$ cat config.mk
export PLATFORM = sky130hd
export DESIGN_NAME = out_port_uart_tx_flat
export DESIGN_NICKNAME = d
export VERILOG_FILES = /design/src/rtl/out_port_uart_tx_if.sv /design/src/rtl/out_port_uart_tx.sv /design/src/flat_wrapper.sv
export SDC_FILE = /design/constraint.sdc
export NUM_CORES = 1
export LEC_CHECK = 0
export ABC_AREA = 1
export CAP_MARGIN = 20
export CORE_MARGIN = 2
export CORE_UTILIZATION = 25
export CTS_CLUSTER_DIAMETER = 120
export CTS_CLUSTER_SIZE = 25
export DETAILED_ROUTE_END_ITERATION = 6
export PLACE_DENSITY = 0.49
export SYNTH_ARGS = -nofsm -noshare
export SYNTH_HDL_FRONTEND = slang
export SYNTH_SLANG_ARGS = --single-unit
$ cat constraint.sdc
create_clock -name clk -period 5.86 [get_ports clk]
set_clock_uncertainty 0.1 [all_clocks]
set_input_delay 1.172 -clock clk [delete_from_list [all_inputs] [get_ports clk]]
set_output_delay 1.172 -clock clk [all_outputs]
set_load 0.03 [all_outputs]
$ cat src/rtl/out_port_uart_tx_if.sv
// -----------------------------------------------------------------------------
// out_port_uart_tx_if
// Groups the output-stage strobe/data and the UART status signals.
//   master : control-unit side; drives LO and DATA_IN, observes TX and flags.
//   slave  : UART side; receives LO and DATA_IN, drives TX, BUSY,
//            FIFO_FULL, FIFO_EMPTY and OVF.
// -----------------------------------------------------------------------------
interface out_port_uart_tx_if;
  logic       LO;
  logic [7:0] DATA_IN;
  logic       TX;
  logic       BUSY;
  logic       FIFO_FULL;
  logic       FIFO_EMPTY;
  logic       OVF;

  modport master (
    output LO, DATA_IN,
    input  TX, BUSY, FIFO_FULL, FIFO_EMPTY, OVF
  );

  modport slave (
    input  LO, DATA_IN,
    output TX, BUSY, FIFO_FULL, FIFO_EMPTY, OVF
  );
endinterface

$ cat src/rtl/out_port_uart_tx.sv
// -----------------------------------------------------------------------------
// out_port_uart_tx
// Captures each byte loaded into the CPU output register (falling edge of the
// active-low LO strobe), buffers it in a small FIFO and sends it as an 8N1 UART
// frame on TX, LSB first.
// Ports:
//   clk  : system clock, rising edge.
//   rst  : synchronous active-low reset.
//   bus  : slave modport of out_port_uart_tx_if
//          LO, DATA_IN        - load strobe and byte from the output stage
//          TX                 - serial line, idles high, driven from a flop
//          BUSY               - frame in progress or FIFO non-empty
//          FIFO_FULL/EMPTY    - FIFO occupancy flags
//          OVF                - sticky, a byte was dropped on a full FIFO
// -----------------------------------------------------------------------------
module out_port_uart_tx #(
  parameter int CLKS_PER_BIT = 16,
  parameter int FIFO_DEPTH   = 4
) (
  input  logic                clk,
  input  logic                rst,
  out_port_uart_tx_if.slave   bus
);

  localparam int PTR_W  = $clog2(FIFO_DEPTH);
  localparam int CNT_W  = PTR_W + 1;
  localparam int BAUD_W = $clog2(CLKS_PER_BIT);

  localparam logic [BAUD_W-1:0] BAUD_LAST = BAUD_W'(CLKS_PER_BIT - 1);
  localparam logic [CNT_W-1:0]  CNT_FULL  = CNT_W'(FIFO_DEPTH);

  typedef enum logic [1:0] {
    ST_IDLE  = 2'd0,
    ST_START = 2'd1,
    ST_DATA  = 2'd2,
    ST_STOP  = 2'd3
  } state_e;

  state_e            state_q,   state_d;
  logic [BAUD_W-1:0] baud_q,    baud_d;
  logic [2:0]        bit_idx_q, bit_idx_d;
  logic [7:0]        shift_q,   shift_d;
  logic              tx_q,      tx_d;
  logic              ovf_q,     ovf_d;
  logic              lo_d_q,    lo_d_d;
  logic [PTR_W-1:0]  wr_ptr_q,  wr_ptr_d;
  logic [PTR_W-1:0]  rd_ptr_q,  rd_ptr_d;
  logic [CNT_W-1:0]  count_q,   count_d;
  logic [7:0]        mem_q [FIFO_DEPTH];
  logic [7:0]        mem_d [FIFO_DEPTH];

  logic fifo_empty_s;
  logic fifo_full_s;
  logic push_s;
  logic pop_s;
  logic push_ok_s;

  assign fifo_empty_s = (count_q == {CNT_W{1'b0}});
  assign fifo_full_s  = (count_q == CNT_FULL);

  // Falling edge of LO against its registered copy: one push per load strobe.
  assign push_s = (~bus.LO) & lo_d_q;

  // The FSM only takes a byte from IDLE, so a freshly pushed byte is never
  // popped on its own push edge.
  assign pop_s = (state_q == ST_IDLE) & ~fifo_empty_s;

  // A full FIFO still accepts a push when a slot is freed on the same edge.
  assign push_ok_s = push_s & (~fifo_full_s | pop_s);

  assign bus.TX         = tx_q;
  assign bus.OVF        = ovf_q;
  assign bus.FIFO_EMPTY = fifo_empty_s;
  assign bus.FIFO_FULL  = fifo_full_s;
  assign bus.BUSY       = (state_q != ST_IDLE) | ~fifo_empty_s;

  // FIFO next-state: write on accepted push, read pointer advances on pop.
  always_comb begin
    mem_d    = mem_q;
    wr_ptr_d = wr_ptr_q;
    rd_ptr_d = rd_ptr_q;
    lo_d_d   = bus.LO;
    if (push_ok_s) begin
      mem_d[wr_ptr_q] = bus.DATA_IN;
      wr_ptr_d        = wr_ptr_q + PTR_W'(1);
    end else begin
      wr_ptr_d = wr_ptr_q;
    end
    if (pop_s) begin
      rd_ptr_d = rd_ptr_q + PTR_W'(1);
    end else begin
      rd_ptr_d = rd_ptr_q;
    end
    count_d = count_q + CNT_W'(push_ok_s) - CNT_W'(pop_s);
    ovf_d   = ovf_q | (push_s & fifo_full_s & ~pop_s);
  end

  // Transmit FSM next-state; tx_d is the line level for the cycle after the edge.
  always_comb begin
    state_d   = state_q;
    baud_d    = baud_q;
    bit_idx_d = bit_idx_q;
    shift_d   = shift_q;
    tx_d      = tx_q;
    case (state_q)
      ST_IDLE: begin
        if (pop_s) begin
          shift_d   = mem_q[rd_ptr_q];
          baud_d    = {BAUD_W{1'b0}};
          bit_idx_d = 3'd0;
          state_d   = ST_START;
          tx_d      = 1'b0;
        end else begin
          state_d = ST_IDLE;
          tx_d    = 1'b1;
        end
      end
      ST_START: begin
        if (baud_q == BAUD_LAST) begin
          baud_d    = {BAUD_W{1'b0}};
          bit_idx_d = 3'd0;
          state_d   = ST_DATA;
          tx_d      = shift_q[0];
        end else begin
          baud_d = baud_q + BAUD_W'(1);
          tx_d   = 1'b0;
        end
      end
      ST_DATA: begin
        if (baud_q == BAUD_LAST) begin
          baud_d = {BAUD_W{1'b0}};
          if (bit_idx_q == 3'd7) begin
            state_d = ST_STOP;
            tx_d    = 1'b1;
          end else begin
            // Next bit is shift_q[1]; it lands in bit 0 after this shift.
            shift_d   = {1'b0, shift_q[7:1]};
            bit_idx_d = bit_idx_q + 3'd1;
            tx_d      = shift_q[1];
          end
        end else begin
          baud_d = baud_q + BAUD_W'(1);
          tx_d   = shift_q[0];
        end
      end
      ST_STOP: begin
        if (baud_q == BAUD_LAST) begin
          baud_d  = {BAUD_W{1'b0}};
          state_d = ST_IDLE;
          tx_d    = 1'b1;
        end else begin
          baud_d = baud_q + BAUD_W'(1);
          tx_d   = 1'b1;
        end
      end
      default: begin
        state_d   = ST_IDLE;
        baud_d    = {BAUD_W{1'b0}};
        bit_idx_d = 3'd0;
        tx_d      = 1'b1;
      end
    endcase
  end

  // All state flops; reset aborts any frame in flight and flushes the FIFO.
  always_ff @(posedge clk) begin
    if (!rst) begin
      state_q   <= ST_IDLE;
      baud_q    <= {BAUD_W{1'b0}};
      bit_idx_q <= 3'd0;
      shift_q   <= 8'h00;
      tx_q      <= 1'b1;
      ovf_q     <= 1'b0;
      lo_d_q    <= 1'b1;
      wr_ptr_q  <= {PTR_W{1'b0}};
      rd_ptr_q  <= {PTR_W{1'b0}};
      count_q   <= {CNT_W{1'b0}};
      mem_q     <= '{default: 8'h00};
    end else begin
      state_q   <= state_d;
      baud_q    <= baud_d;
      bit_idx_q <= bit_idx_d;
      shift_q   <= shift_d;
      tx_q      <= tx_d;
      ovf_q     <= ovf_d;
      lo_d_q    <= lo_d_d;
      wr_ptr_q  <= wr_ptr_d;
      rd_ptr_q  <= rd_ptr_d;
      count_q   <= count_d;
      mem_q     <= mem_d;
    end
  end

endmodule

$ cat src/flat_wrapper.sv
// flat-port wrapper written by rule: the top's interface ports become plain ports
module out_port_uart_tx_flat 
#(
  parameter int CLKS_PER_BIT = 16,
  parameter int FIFO_DEPTH   = 4
)
  (clk, rst, bus_LO, bus_DATA_IN, bus_TX, bus_BUSY, bus_FIFO_FULL, bus_FIFO_EMPTY, bus_OVF);
  out_port_uart_tx_if bus_i ();
  input  logic clk;
  input  logic rst;
  input wire logic [$bits(bus_i.LO)-1:0] bus_LO;
  input wire logic [$bits(bus_i.DATA_IN)-1:0] bus_DATA_IN;
  output wire logic [$bits(bus_i.TX)-1:0] bus_TX;
  output wire logic [$bits(bus_i.BUSY)-1:0] bus_BUSY;
  output wire logic [$bits(bus_i.FIFO_FULL)-1:0] bus_FIFO_FULL;
  output wire logic [$bits(bus_i.FIFO_EMPTY)-1:0] bus_FIFO_EMPTY;
  output wire logic [$bits(bus_i.OVF)-1:0] bus_OVF;
  assign bus_i.LO = bus_LO;
  assign bus_i.DATA_IN = bus_DATA_IN;
  assign bus_TX = bus_i.TX;
  assign bus_BUSY = bus_i.BUSY;
  assign bus_FIFO_FULL = bus_i.FIFO_FULL;
  assign bus_FIFO_EMPTY = bus_i.FIFO_EMPTY;
  assign bus_OVF = bus_i.OVF;
  out_port_uart_tx #(.CLKS_PER_BIT(CLKS_PER_BIT), .FIFO_DEPTH(FIFO_DEPTH)) u_core (.clk(clk), .rst(rst), .bus(bus_i));
endmodule
Yosys cells after proc, flatten, opt, wreduce, memory -nomap -nowiden

Cells that the tools add are included.

Word-level logic and storage cells: 88
Output and inout bits: 5
Input port bits: 11
Register bits: 59

Bitwise gates (word level): 14
Magnitude comparators: 3
Add/subtract/negate cells: 6
Reduce and logical (&&, ||, !) cells: 10
Multiplexer cells: 29
Eq/ne operators: 12

Operator list:

| cell                | count |
|---|---|
| $mux 8              | 6 |
| $bwmux 32           | 1 |
| $bmux 8 s2          | 1 |
| $demux 8 s2         | 1 |
| $pmux 8 s2          | 1 |
| $mux 3              | 4 |
| $ne 2x1->1 const B  | 5 |
| $pmux 3 s3          | 1 |
| $mux 2              | 4 |
| $mux 4              | 2 |
| $pmux 2 s4          | 1 |
| $pmux 4 s2          | 1 |
| $reduce_and 4->1    | 2 |
| $eq 3x3->1 const B  | 2 |
| $ge 3x3->1 const B  | 2 |
| $not 2->3           | 2 |
| $and 1x1->1         | 5 |
| $mux 1              | 5 |
| $reduce_and 5->1    | 1 |
| $add 2x1->2 const B | 2 |
| $add 4x1->4 const B | 1 |
| $eq 2x2->1 const B  | 2 |
| $eq 4x4->1 const B  | 1 |
| $not 1->1           | 4 |
| other kinds (14)    | 17 |

Depth between registers and ports, before layout

Depth in word-level cells: 7
Depth in mapped cells: 12
Mapped depth without buffers: 12

Least setup slack after synthesis

OpenSTA, ideal clock, no wires.

Path kind: input-to-reg
Start point: input port bus_LO
End point: register u_core.count_q[2]
Stages on the path: 9
Required time: 5.690 ns
Setup time: 0.070 ns
Data arrival time: 2.408 ns
Path buffers: 0
Slack: 3.282 ns
Path through: nor2_4 nand2_1 inv_1 ha_1 inv_1 fa_1 inv_1 o21ai_0 a21oi_1

Cells in the longest elaborated chain, start to end: 5

Ends and longest elaborated chain:

| element                    | line                    | text |
|---|---|---|
| from (decl)                | flat_wrapper.sv:11      | `input wire logic [$bits(bus_i.LO)-1:0] bus_LO;` |
| $not 1->1                  | out_port_uart_tx.sv:62  | `assign push_s = (~bus.LO) & lo_d_q;` |
| $and 1x1->1                | out_port_uart_tx.sv:62  |  |
| $and 1x1->1                | out_port_uart_tx.sv:69  | `assign push_ok_s = push_s & (~fifo_full_s \| pop_s);` |
| named net u_core.push_ok_s | out_port_uart_tx.sv:56  | `logic push_ok_s;` |
| $add 3x1->3                | out_port_uart_tx.sv:94  | `count_d = count_q + CNT_W'(push_ok_s) - CNT_W'(pop_s);` |
| $sub 3x1->3                | out_port_uart_tx.sv:94  |  |
| to (signal assigned)       | out_port_uart_tx.sv:177 | `count_q <= {CNT_W{1'b0}};` |
| to (signal assigned)       | out_port_uart_tx.sv:189 | `count_q <= count_d;` |
| to (decl)                  | out_port_uart_tx.sv:48  | `logic [CNT_W-1:0] count_q, count_d;` |

The timed path passes the listed nets, and every way through them passes these cells.
A chain may end at the register's enable or synchronous reset.

Worst setup path in the final report

Start point: register u_core.state_q[0]
End point: output port bus_BUSY

Cells in the longest elaborated chain, start to end: 2

Ends and longest elaborated chain:

| element                | line                    | text |
|---|---|---|
| from (decl)            | out_port_uart_tx.sv:39  | `state_e state_q, state_d;` |
| from (signal assigned) | out_port_uart_tx.sv:180 | `state_q <= state_d;` |
| $reduce_bool 2->1      | out_port_uart_tx.sv:75  | `assign bus.BUSY = (state_q != ST_IDLE) \| ~fifo_empty_s;` |
| $or 1x1->1             | out_port_uart_tx.sv:75  |  |
| to (decl)              | flat_wrapper.sv:14      | `output wire logic [$bits(bus_i.BUSY)-1:0] bus_BUSY;` |

No other way between the ends.

==> flow_summary.toml <==
[cts]
cts.htree.levels = 3
root_buffer = "clkbuf_16"
postCtsSetupBuffers = 0
path_clk_slew_ns = 0.05
cts_buffer_depth = 2
cts_buffers = 9
cts_sinks = 59
cts_hold_buf = 0
ctsResizeCount = 0
cts_tree = "yes"
clk_latency_ns = 0.33

[detailed_routing]
drc = 0
wl_mm = 7.20
dr.pass1.iters = 4
drt_iter0_markers = 131
wl_per_cell_um = 10.7
vias_per_cell = 4.12
antenna_left = 0
vias = 2770

[run]
max-cap-violations = 0

[sta]
post-route-period-util = 0.591
setup-tns-final_ns = 0
fmax_mhz = 289
max_slew_margin = 0.497
rsz0062_at_grt = "no"
final_max_slew_viol_count = 0
min_period_ns = 3.46
finalHoldViolCount = 0
finalSetupViolations = 0
tightest_slew_ns = 0.754

[worst_setup_path]
worstSetupStartpointType = "register"
crit_type = "register to primary output"
worst_path_max_delay_cell = "clkdlybuf4s50_1"
critPathMaxStageDelay_ns = 0.76
critPathRequiredTime_ns = 4.59
endpoint_kind = "primary output"
path_max_fanout = 16
cp_cell_sequence = "inv_1 -> ha_1 -> nand3_2 -> clkdlybuf4s50_1"
arrival_ns = 2.19

[global_routing]
grt_pass1_wl_mm = 12.4
grt_pass1_vias = 2615
globalRoute.totalOverflow = 0
antenna_found_initial = 0
grt_use_total = 0.118
grt_max_degree = 52

[layout]
diodes = 0
final_area_mm2 = 0.00369
num-fill-cells = 1407
area_growth_pct = 16.5
finalNetCount = 523
mostFrequentLayoutCells = "nand2_1 (162), nor2_1 (103), dfxtp_1 (59), inv_1 (58), a21oi_1 (18)"
register_area_mm2 = 0.00118
layout_commonest_cell = "nand2_1"
multi_input_area_mm2 = 0.00165
drive_gt1_frac = 0.0560

[power_and_ir_drop]
powerDensity_mw_per_mm2 = 496
ir_drop_v = 0.000164
leakage_nw = 1.82

[placement]
dp_hpwl_mm = 4.81
placed_area_mm2 = 0.00344
portBuffers = 15
globalplace.congestion = 0.725

[min_path]
hold_class = "register to register"

[run_status]
outcome = "finished, final reports clean"

[synth]
netlist_instances = 488
ys_seq_area_frac = 0.373
ys_warn_count = 0
avgSynthCellArea_um2 = 6.50
synthDistinctLibCells = 27
synth_nets = 513
ys_ff_latch = 59
synthesis.area_mm2 = 0.00317

[die]
dieArea_mm2 = 0.0136
core_area_mm2 = 0.0125
die_w_um = 117
pin_count = 16
die_h_um = 117
start_util = 0.253
rows = 41
-- layout make-up --
| type | count | share of cell area |
|---|---|---|
| Clock buffer | 13 | 0.0678 |
| Inverter | 63 | 0.0640 |
| Multi-Input combinational cell | 349 | 0.447 |
| Sequential cell | 59 | 0.320 |
| Tap cell | 172 | 0.0583 |
| Timing Repair Buffer | 16 | 0.0427 |
-- worst paths after layout --
| check | cells after the start | to | startpoint | slack, ns |
|---|---|---|---|---|
| hold reg to reg | 2 | u_core.shift_q[7] | u_core.shift_q[7] | 0.37 |
| hold / removal | 2 | u_core.shift_q[7] | u_core.shift_q[7] | 0.37 |
| setup reg to reg | 11 | u_core.count_q[2] | u_core.state_q[0] | 3.47 |
| setup / recovery | 4 | bus_BUSY | u_core.state_q[0] | 2.40 |
-- sequential cells by signal, indices dropped and copies added (netlist names) --
signal	count
u_core.baud_q	4
u_core.bit_idx_q	3
u_core.bus.OVF	1
u_core.bus.TX	1
u_core.count_q	3
u_core.lo_d_q	1
u_core.mem_q	32
u_core.rd_ptr_q	2
u_core.shift_q	8
u_core.state_q	2
u_core.wr_ptr_q	2
-- critical path: cells and delay by family (launching register included) --
| family | cells | cell delay (ns) |
|---|---|---|
| adders and majority gates | 1 | 0.30 |
| buffers and inverters | 2 | 0.87 |
| DFF | 1 | 0.38 |
| and+or+nand+nor | 1 | 0.30 |
-- per-stage QoR --
step	hold slack [ns]	power (mW)	instances	setup slack, ns	util
final	0.374	1.83	672	2.40	0.295
after global routing	0.410	2.01	672	2.29	0.295
after CTS	0.375	1.86	672	2.39	0.295
after detailed placement	0.368	1.39	659	2.65	0.275
after global placement	0.366	1.39	659	2.67	0.275
after floorplan	0.346	1.20	488	3.28	-
-- synth_stat cells --
cell	n	area, um2
nand2_1	162	608
nor2_1	103	387
dfxtp_1	59	1180
inv_1	58	218
a21oi_1	18	90.1
nand3_1	16	80.1
ha_1	13	163
nand4_1	9	56.3
o21ai_0	8	40.0
buf_2	6	30.0
clkbuf_1	6	22.5
nand3_4	5	87.6
buf_6	4	45.0
inv_2	3	11.3
nand3_2	3	30.0
clkinv_1	2	7.51
nor2_4	2	22.5
or2_2	2	12.5
a31oi_1	1	6.26
and3_1	1	6.26
buf_1	1	3.75
fa_1	1	20.0
nand2_2	1	6.26
nand2_4	1	11.3
o21bai_1	1	7.51
xnor2_1	1	8.76
xor2_1	1	8.76
-- report_power, final --
group / total (mW) / switching (mW) / internal (mW)
Clock: 0.456 / 0.166 / 0.290
Sequential: 0.558 / 0.0738 / 0.484
Combinational: 0.817 / 0.537 / 0.280
Total: 1.83 / 0.777 / 1.05
-- cell families after synthesis --
group / count (synthesis) / synth area share
AOI/OAI and AO/OA: 28 / 0.0454
xor gates and xnor gates: 2 / 0.00553
adders and majority gates: 14 / 0.0576
buffers and inverters: 80 / 0.107
DFF: 59 / 0.373
and+or+nand+nor: 305 / 0.412
-- metal layers --
layer  vias up  track usage  share of wire
met2        36        0.197           0.46
li1       1491            -              -
met4         0       0.0675          0.025
met3        15       0.0145          0.023
met1      1228        0.146           0.49
met5         -            0              0
Note: power is estimated with default switching activity, not from simulation.
